[src/rtl/fp_multiply_arbiter_pkg.sv]
// Shared accelerator constants and width helpers for the multiply arbiter slice.
package fp_multiply_arbiter_pkg;

  localparam int FP_WIDTH = 32;

  // Width of a requester index; at least one bit even for a single requester.
  function automatic int id_w(input int num_req);
    return (num_req > 1) ? $clog2(num_req) : 1;
  endfunction

  // Width of an outstanding-operation counter able to hold max_out.
  function automatic int cnt_w(input int max_out);
    return $clog2(max_out + 1);
  endfunction

endpackage

[src/rtl/fp_multiply_arbiter_if.sv]
// Requester/result bundle between the requesters (master) and the arbiter (slave).
interface fp_multiply_arbiter_if
  import fp_multiply_arbiter_pkg::*;
#(
  parameter int NUM_REQ = 4,
  parameter int ID_W    = id_w(NUM_REQ)
) ();

  logic [NUM_REQ-1:0]          reqValidIn;
  logic [NUM_REQ*FP_WIDTH-1:0] reqDataAIn;
  logic [NUM_REQ*FP_WIDTH-1:0] reqDataBIn;
  logic [NUM_REQ-1:0]          reqReadyOut;
  logic                        resValidOut;
  logic [ID_W-1:0]             resIdOut;
  logic [FP_WIDTH-1:0]         resDataOut;
  logic                        busyOut;

  modport master (
    output reqValidIn, reqDataAIn, reqDataBIn,
    input  reqReadyOut, resValidOut, resIdOut, resDataOut, busyOut
  );

  modport slave (
    input  reqValidIn, reqDataAIn, reqDataBIn,
    output reqReadyOut, resValidOut, resIdOut, resDataOut, busyOut
  );

endinterface

[src/rtl/fp_multiply_arbiter_fmul.sv]
// Pipelined IEEE-754 single-precision multiplier, round-to-nearest-even,
// with subnormal inputs and outputs; product appears LATENCY cycles after operands.
module floating_point_multiply
  import fp_multiply_arbiter_pkg::*;
#(
  parameter int LATENCY = 8
) (
  input  logic                i_clk,
  input  logic                i_rst,
  input  logic [FP_WIDTH-1:0] i_a,
  input  logic [FP_WIDTH-1:0] i_b,
  output logic [FP_WIDTH-1:0] o_result
);

  function automatic logic [31:0] fp_mul(input logic [31:0] a, input logic [31:0] b);
    logic        s, a_nan, b_nan, a_inf, b_inf, a_zero, b_zero, guard, sticky, sticky_x, rnd;
    logic [23:0] ma, mb;
    logic [47:0] p, pn, mask;
    logic [31:0] packed_v, res;
    int          ea, eb, lead, e, sh;
    s        = a[31] ^ b[31];
    a_nan    = (a[30:23] == 8'hFF) && (a[22:0] != 23'd0);
    b_nan    = (b[30:23] == 8'hFF) && (b[22:0] != 23'd0);
    a_inf    = (a[30:23] == 8'hFF) && (a[22:0] == 23'd0);
    b_inf    = (b[30:23] == 8'hFF) && (b[22:0] == 23'd0);
    a_zero   = (a[30:0] == 31'd0);
    b_zero   = (b[30:0] == 31'd0);
    ma       = {(a[30:23] != 8'd0), a[22:0]};
    mb       = {(b[30:23] != 8'd0), b[22:0]};
    ea       = (a[30:23] == 8'd0) ? 1 : int'(a[30:23]);
    eb       = (b[30:23] == 8'd0) ? 1 : int'(b[30:23]);
    p        = {24'd0, ma} * {24'd0, mb};
    lead     = 0;
    for (int i = 0; i < 48; i++) begin
      if (p[i]) lead = i;
    end
    // Biased exponent of the value 1.x * 2^(lead + ea + eb - 300).
    e        = lead + ea + eb - 173;
    pn       = p << (47 - lead);
    sticky_x = 1'b0;
    if (e < 1) begin
      // Denormalise: shift right, folding lost bits into sticky.
      sh = 1 - e;
      if (sh > 47) begin
        sticky_x = |pn;
        pn       = 48'd0;
      end else begin
        mask     = (48'd1 << sh) - 48'd1;
        sticky_x = |(pn & mask);
        pn       = pn >> sh;
      end
      e = 0;
    end
    guard    = pn[23];
    sticky   = (|pn[22:0]) | sticky_x;
    rnd      = guard & (sticky | pn[24]);
    // Rounding carry ripples into the exponent field (subnormal->normal, overflow->inf).
    packed_v = {1'b0, e[7:0], pn[46:24]} + {31'd0, rnd};
    if (a_nan || b_nan || (a_inf && b_zero) || (b_inf && a_zero)) begin
      res = 32'h7FC0_0000;
    end else if (a_inf || b_inf || (e > 254)) begin
      res = {s, 8'hFF, 23'd0};
    end else if (a_zero || b_zero) begin
      res = {s, 31'd0};
    end else begin
      res = {s, packed_v[30:0]};
    end
    return res;
  endfunction

  logic [FP_WIDTH-1:0] w_prod;
  logic [FP_WIDTH-1:0] r_pipe [LATENCY];

  assign w_prod = fp_mul(i_a, i_b);

  // Carry the product through LATENCY register stages
  always_ff @(posedge i_clk or posedge i_rst) begin
    if (i_rst) begin
      for (int k = 0; k < LATENCY; k++) r_pipe[k] <= {FP_WIDTH{1'b0}};
    end else begin
      r_pipe[0] <= w_prod;
      for (int k = 1; k < LATENCY; k++) r_pipe[k] <= r_pipe[k-1];
    end
  end

  assign o_result = r_pipe[LATENCY-1];

endmodule

[src/rtl/fp_multiply_arbiter.sv]
// Round-robin arbiter sharing one pipelined FP multiplier among NUM_REQ requesters,
// with per-requester in-flight limits and an index pipeline tagging each result.
module fp_multiply_arbiter
  import fp_multiply_arbiter_pkg::*;
#(
  parameter int NUM_REQ         = 4,
  parameter int LATENCY         = 8,
  parameter int MAX_OUTSTANDING = 4
) (
  input  logic                 clkIn,
  input  logic                 rstNIn,
  fp_multiply_arbiter_if.slave bus
);

  localparam int               ID_W    = id_w(NUM_REQ);
  localparam int               CNT_W   = cnt_w(MAX_OUTSTANDING);
  localparam logic [CNT_W-1:0] CNT_MAX = CNT_W'(MAX_OUTSTANDING);

  logic [ID_W-1:0]     r_ptr;
  logic [CNT_W-1:0]    r_cnt [NUM_REQ];
  logic [NUM_REQ-1:0]  w_elig, w_grant, w_dec;
  logic [ID_W-1:0]     w_gid;
  logic                w_gnt_any;
  logic                r_iss_valid;
  logic [ID_W-1:0]     r_iss_id;
  logic [FP_WIDTH-1:0] r_iss_a, r_iss_b;
  logic [LATENCY-1:0]  r_pv;
  logic [ID_W-1:0]     r_pid [LATENCY];
  logic                r_res_valid;
  logic [ID_W-1:0]     r_res_id;
  logic [FP_WIDTH-1:0] r_res_data;
  logic [FP_WIDTH-1:0] w_mul_res;
  logic                w_mul_rst;

  // First eligible requester at or after ptr, wrapping around.
  function automatic logic [NUM_REQ-1:0] rr_pick(input logic [NUM_REQ-1:0] elig,
                                                 input logic [ID_W-1:0]    ptr);
    logic [NUM_REQ-1:0] g;
    logic               found;
    int                 idx;
    g     = {NUM_REQ{1'b0}};
    found = 1'b0;
    for (int k = 0; k < NUM_REQ; k++) begin
      idx = int'(ptr) + k;
      if (idx >= NUM_REQ) idx = idx - NUM_REQ;
      if (!found && elig[idx]) begin
        g[idx] = 1'b1;
        found  = 1'b1;
      end
    end
    return g;
  endfunction

  // Eligibility: valid, below the in-flight limit, and not held in reset
  always_comb begin
    w_elig = {NUM_REQ{1'b0}};
    for (int i = 0; i < NUM_REQ; i++)
      w_elig[i] = bus.reqValidIn[i] && (r_cnt[i] < CNT_MAX) && rstNIn;
  end

  // Grant vector, its encoded index, and the per-requester result-return strobe
  always_comb begin
    w_grant = rr_pick(w_elig, r_ptr);
    w_gid   = {ID_W{1'b0}};
    w_dec   = {NUM_REQ{1'b0}};
    for (int i = 0; i < NUM_REQ; i++) begin
      w_gid    = w_gid | (w_grant[i] ? ID_W'(i) : {ID_W{1'b0}});
      w_dec[i] = r_res_valid && (r_res_id == ID_W'(i));
    end
  end

  assign w_gnt_any       = |w_grant;
  assign bus.reqReadyOut = w_grant;

  // Move the round-robin pointer just past the requester that was granted
  always_ff @(posedge clkIn or negedge rstNIn) begin
    if (!rstNIn) begin
      r_ptr <= {ID_W{1'b0}};
    end else if (w_gnt_any) begin
      r_ptr <= (w_gid == ID_W'(NUM_REQ - 1)) ? {ID_W{1'b0}} : w_gid + ID_W'(1);
    end
  end

  // Track in-flight operations per requester; simultaneous issue and return cancel
  always_ff @(posedge clkIn or negedge rstNIn) begin
    if (!rstNIn) begin
      for (int i = 0; i < NUM_REQ; i++) r_cnt[i] <= {CNT_W{1'b0}};
    end else begin
      for (int i = 0; i < NUM_REQ; i++) begin
        if (w_grant[i] && !w_dec[i])      r_cnt[i] <= r_cnt[i] + CNT_W'(1);
        else if (w_dec[i] && !w_grant[i]) r_cnt[i] <= r_cnt[i] - CNT_W'(1);
      end
    end
  end

  // Issue-stage control, index pipeline aligned with the multiplier, and result tag
  always_ff @(posedge clkIn or negedge rstNIn) begin
    if (!rstNIn) begin
      r_iss_valid <= 1'b0;
      r_iss_id    <= {ID_W{1'b0}};
      r_pv        <= {LATENCY{1'b0}};
      for (int k = 0; k < LATENCY; k++) r_pid[k] <= {ID_W{1'b0}};
      r_res_valid <= 1'b0;
      r_res_id    <= {ID_W{1'b0}};
    end else begin
      r_iss_valid <= w_gnt_any;
      r_iss_id    <= w_gid;
      r_pv[0]     <= r_iss_valid;
      r_pid[0]    <= r_iss_id;
      for (int k = 1; k < LATENCY; k++) begin
        r_pv[k]  <= r_pv[k-1];
        r_pid[k] <= r_pid[k-1];
      end
      r_res_valid <= r_pv[LATENCY-1];
      r_res_id    <= r_pid[LATENCY-1];
    end
  end

  // Data-only registers: operands captured on a grant, product captured every cycle
  always_ff @(posedge clkIn) begin
    if (w_gnt_any) begin
      r_iss_a <= bus.reqDataAIn[int'(w_gid)*FP_WIDTH +: FP_WIDTH];
      r_iss_b <= bus.reqDataBIn[int'(w_gid)*FP_WIDTH +: FP_WIDTH];
    end
    r_res_data <= w_mul_res;
  end

  assign w_mul_rst = ~rstNIn;

  floating_point_multiply #(
    .LATENCY (LATENCY)
  ) u_fmul (
    .i_clk    (clkIn),
    .i_rst    (w_mul_rst),
    .i_a      (r_iss_a),
    .i_b      (r_iss_b),
    .o_result (w_mul_res)
  );

  assign bus.resValidOut = r_res_valid;
  assign bus.resIdOut    = r_res_id;
  assign bus.resDataOut  = r_res_data;
  assign bus.busyOut     = r_iss_valid | (|r_pv);

endmodule

[src/flat_wrapper.sv]
// flat-port wrapper written by rule: the top's interface ports become plain ports
module fp_multiply_arbiter_flat import fp_multiply_arbiter_pkg::*;
#(
  parameter int NUM_REQ         = 4,
  parameter int LATENCY         = 8,
  parameter int MAX_OUTSTANDING = 4
)
  (clkIn, rstNIn, bus_reqValidIn, bus_reqDataAIn, bus_reqDataBIn, bus_reqReadyOut, bus_resValidOut, bus_resIdOut, bus_resDataOut, bus_busyOut);
  fp_multiply_arbiter_if #(.NUM_REQ(NUM_REQ)) bus_i ();
  input  logic clkIn;
  input  logic rstNIn;
  input wire logic [$bits(bus_i.reqValidIn)-1:0] bus_reqValidIn;
  input wire logic [$bits(bus_i.reqDataAIn)-1:0] bus_reqDataAIn;
  input wire logic [$bits(bus_i.reqDataBIn)-1:0] bus_reqDataBIn;
  output wire logic [$bits(bus_i.reqReadyOut)-1:0] bus_reqReadyOut;
  output wire logic [$bits(bus_i.resValidOut)-1:0] bus_resValidOut;
  output wire logic [$bits(bus_i.resIdOut)-1:0] bus_resIdOut;
  output wire logic [$bits(bus_i.resDataOut)-1:0] bus_resDataOut;
  output wire logic [$bits(bus_i.busyOut)-1:0] bus_busyOut;
  assign bus_i.reqValidIn = bus_reqValidIn;
  assign bus_i.reqDataAIn = bus_reqDataAIn;
  assign bus_i.reqDataBIn = bus_reqDataBIn;
  assign bus_reqReadyOut = bus_i.reqReadyOut;
  assign bus_resValidOut = bus_i.resValidOut;
  assign bus_resIdOut = bus_i.resIdOut;
  assign bus_resDataOut = bus_i.resDataOut;
  assign bus_busyOut = bus_i.busyOut;
  fp_multiply_arbiter #(.NUM_REQ(NUM_REQ), .LATENCY(LATENCY), .MAX_OUTSTANDING(MAX_OUTSTANDING)) u_core (.clkIn(clkIn), .rstNIn(rstNIn), .bus(bus_i));
endmodule
[config.mk]
export PLATFORM = sky130hd
export DESIGN_NAME = fp_multiply_arbiter_flat
export DESIGN_NICKNAME = d
export VERILOG_FILES = /design/src/rtl/fp_multiply_arbiter_pkg.sv /design/src/rtl/fp_multiply_arbiter_if.sv /design/src/rtl/fp_multiply_arbiter_fmul.sv /design/src/rtl/fp_multiply_arbiter.sv /design/src/flat_wrapper.sv
export SDC_FILE = /design/constraint.sdc
export NUM_CORES = 2
export LEC_CHECK = 0
export ABC_AREA = 1
export CAP_MARGIN = 0
export CORE_MARGIN = 2
export CORE_UTILIZATION = 25
export CTS_BUF_LIST = sky130_fd_sc_hd__clkbuf_16
export DETAILED_ROUTE_END_ITERATION = 16
export PLACE_DENSITY_LB_ADDON = 0.15
export SYNTH_ARGS = -nofsm -noshare
export SYNTH_HDL_FRONTEND = slang
export SYNTH_SLANG_ARGS = --single-unit
[constraint.sdc]
create_clock -name clkIn -period 14 [get_ports clkIn]
set_clock_uncertainty 0.1 [all_clocks]
set_input_delay 2.8 -clock clkIn [delete_from_list [all_inputs] [get_ports clkIn]]
set_output_delay 2.8 -clock clkIn [all_outputs]
set_load 0.03 [all_outputs]
==> results.yml <==
sta:
  slew_headroom_pct: 18.92
  max_freq_mhz: 69.00
  setup_viol: 27
  slew_viol_final: 0
  fin_crit_sh_pct: 103.5
  finalHoldViolations: 0
  setup_tns_ns: -5.691
  grt_setup_unrepaired: "yes"
  finalWorstSetupSlack_ns: -0.4925
  tightest_slew_ns: 1.215
  min_period_ns: 14.49
yosys:
  seq_area_frac_synth_pct: 23.67
  synth_nets: 6566
  netlist_area_um2: 42550
  synthTopCellsByArea: "fa_1 23%, dfrtp_1 18%, nand2_1 13%"
  avgSynthCellArea_um2: 7.597
  synthArstFlopShare_pct: 75.76
  synth_top_area_cell: "fa_1"
  netlist.area_leader.share_pct: 23.20
  synth_cell_type_count: 70
  ys_warn_count: 0
  synth_edf_count: 64
  synthFlopType: "dfrtp_1"
  netlist_instances: 5601
  ys_ff_latch: 396
clock_tree:
  clkSlewWorstSetupHoldPaths_ns: 0.09
  clkSinkCount: 396
  cts-root-buf: "clkbuf_16"
  tritoncts: "yes"
  clock_latency_ns: 0.57
  hold_buffers: 0
  htree_levels: 2
  cts_made_buffers: 38
  cts_buffer_depth: 3
placed_design:
  dp_hpwl_mm: 137.7
  place.gp.congestion: 0.9028
  portBuffers: 301
routing:
  dr.first_iter.drc_count: 2974
  final_antenna_net_count: 0
  wl_per_cell_um: 19.11
  wl_mm: 166.3
  drt-vias-per-instance: 4.540
  top_layer_used: "met4"
  route.detailed.drc: 0
  drt_pre_antenna_iters: 5
  route.met2.wl_mm: 79.40
  via_count: 39505
  wl_met1_mm: 78.44
  met3_length_mm: 5.364
die:
  row_count: 151
  core-area_um2: 169300
  io_pins: 302
  die_h_um: 416.6
  start_util_pct: 25.14
  die_area_um2: 173500
  die_w_um: 416.6
worst_setup_path:
  worstPathArrival_ns: 14.86
  timing.rr.end: "u_core.u_fmul.r_pipe[224]"
  critPathRequiredTime_ns: 14.37
  crit_type: "reg -> reg"
  worstRegToRegCells: 95
  end_kind: "register"
  cp_max_fo: 5
  timing.critical_path.mode_cell: "nand2_1"
  cp_top_family: "adder cells"
  timing.rr.start: "u_core.r_iss_a[5]"
  crit_path_top_delay_cell: "fa_1"
  r2r_slack_ns: -0.49
  max_stage_delay_ns: 0.58
  worst-path-buf-inv: 17
  path_depth: 95
  start_kind: "register"
worst_hold_path:
  hold_class: "reg -> reg"
  whs_path_depth: 0
  hp-start: "u_core.u_fmul.o_result[31]"
  hold_path_end: "u_core.bus.resDataOut[31]"
grt:
  track_usage_pct: 18.90
  overflow: 0
  grt_max_degree: 97
  antenna_found_initial: 6
  grt_pass1_wl_mm: 252.1
  first_global_vias: 40513
run:
  drv_cap: 0
cells_and_area:
  fillCellCount: 18175
  finalNetCount: 7419
  synthToLayoutAreaGrowth_pct: 33.08
  multi_input_area_um2: 28490
  seq_area_um2: 10070
  drive_above_1_share_pct: 18.66
run_status:
  violations: "negative setup slack"
  outcome: "finished with violations"
## worst reg2reg max path: cells and delay by family (launching register included)
family | cells | cell delay [ns]
flops | 1 | 0.41
fa+ha+maj | 14 | 5.39
compound gates | 14 | 2.20
simple gates | 47 | 4.33
buf+inv | 17 | 1.46
xor+xnor | 3 | 0.52
## metrics by stage
stage                     hold WS, ns  area [um^2]  utilization, %  setup slack (ns)  cells
after global placement         0.2254        53350           31.52            -1.127   8554
after detailed placement       0.2277        53350           31.52            -1.117   8554
after global routing           0.2446        56620           33.45            -1.410   8701
after floorplan                0.2242        42750               -           -0.2665   5601
after CTS                      0.2205        55040           32.51           -0.5777   8644
final                          0.2175        56620           33.45           -0.4925   8702
## kinds of logic after synthesis
group	share of synthesized area (%)
flops	23.67
simple gates	25.87
fa+ha+maj	29.37
xor+xnor	1.517
mux	0.1294
compound gates	6.993
buf+inv	12.46
## registers in the layout, summed over array words and instances (netlist names)
name,count
u_core.r_iss_id,2
u_core.r_iss_a,32
u_core.bus.resDataOut,32
u_core.u_fmul.o_result,32
u_core.r_pv,8
u_core.r_iss_valid,1
u_core.r_pid,16
u_core.r_cnt,12
u_core.bus.resIdOut,2
u_core.u_fmul.r_pipe,224
u_core.r_iss_b,32
u_core.bus.resValidOut,1
u_core.r_ptr,2
## synthesized netlist by cell type, drive strengths merged (3+ instances only)
master and instances:
nand2 1469, a21o 4, a22oi 64, o22ai 81
and2 10, buf 76, xnor2 30, dfrtp 300
mux2 4, inv 1094, a31oi 8, nor3 42
xor2 42, nand3 608, a211oi 6, dfxtp 32
a21boi 6, nor4 18, o21ai 108, a221oi 6
o211ai 11, o21a 3, clkinv 6, a21oi 148
nor2 322, clkbuf 212, edfxtp 64, nand4 85
o21bai 5, fa 493, o2111ai 4, ha 210
or2 9, nand3b 7
## worst max path at each step
stage	start	endpoint	slack, ns
final	u_core.r_iss_a[5]	u_core.u_fmul.r_pipe[224]	-0.49
after global routing	u_core.r_iss_a[7]	u_core.u_fmul.r_pipe[224]	-1.41
after CTS	u_core.r_iss_b[5]	u_core.u_fmul.r_pipe[224]	-0.58
after detailed placement	u_core.r_iss_b[29]	u_core.u_fmul.r_pipe[224]	-1.12
after global placement	u_core.r_iss_b[5]	u_core.u_fmul.r_pipe[224]	-1.13
after floorplan	u_core.r_iss_b[30]	u_core.u_fmul.r_pipe[224]	-0.27
## what timing repair did
action / in CTS / in global routing
setup endpoints to repair: 31 / 31
gates cloned: 0 / 2
buffers inserted: 21 / 57
gates resized for setup: 58 / 276
pin swaps: 56 / 177
## area by class of cell
class,instances,share of cell area (%)
inverters,1100,7.343
clock inverters,31,0.5171
clock buffers,38,1.679
flip-flops and latches,396,17.78
multi-input cells,3817,50.31
well taps,2218,4.901
repair buffers,1101,17.46
diodes,1,0.004419
## cell usage in the layout (no fill, tap or decap), drive strengths merged, types with 108 or more instances in the layout
master | synthesis | layout
buf | 76 | 799
ha | 210 | 210
nand3 | 608 | 608
dfrtp | 300 | 300
inv | 1094 | 1104
fa | 493 | 493
clkdlybuf4s50 | 0 | 300
nor2 | 322 | 322
nand2 | 1469 | 1469
a21oi | 148 | 148
o21ai | 108 | 108
## routing by layer
layer  GRT usage (%)  up-vias
met3           1.224      157
met5               0        -
met4           3.249        0
met1           27.02    19493
met2           31.68      807
li1                -    19048
Power is left out: the tool's default activity adds up to more than one toggle a clock period on the data nets, which glitch-free logic cannot reach.
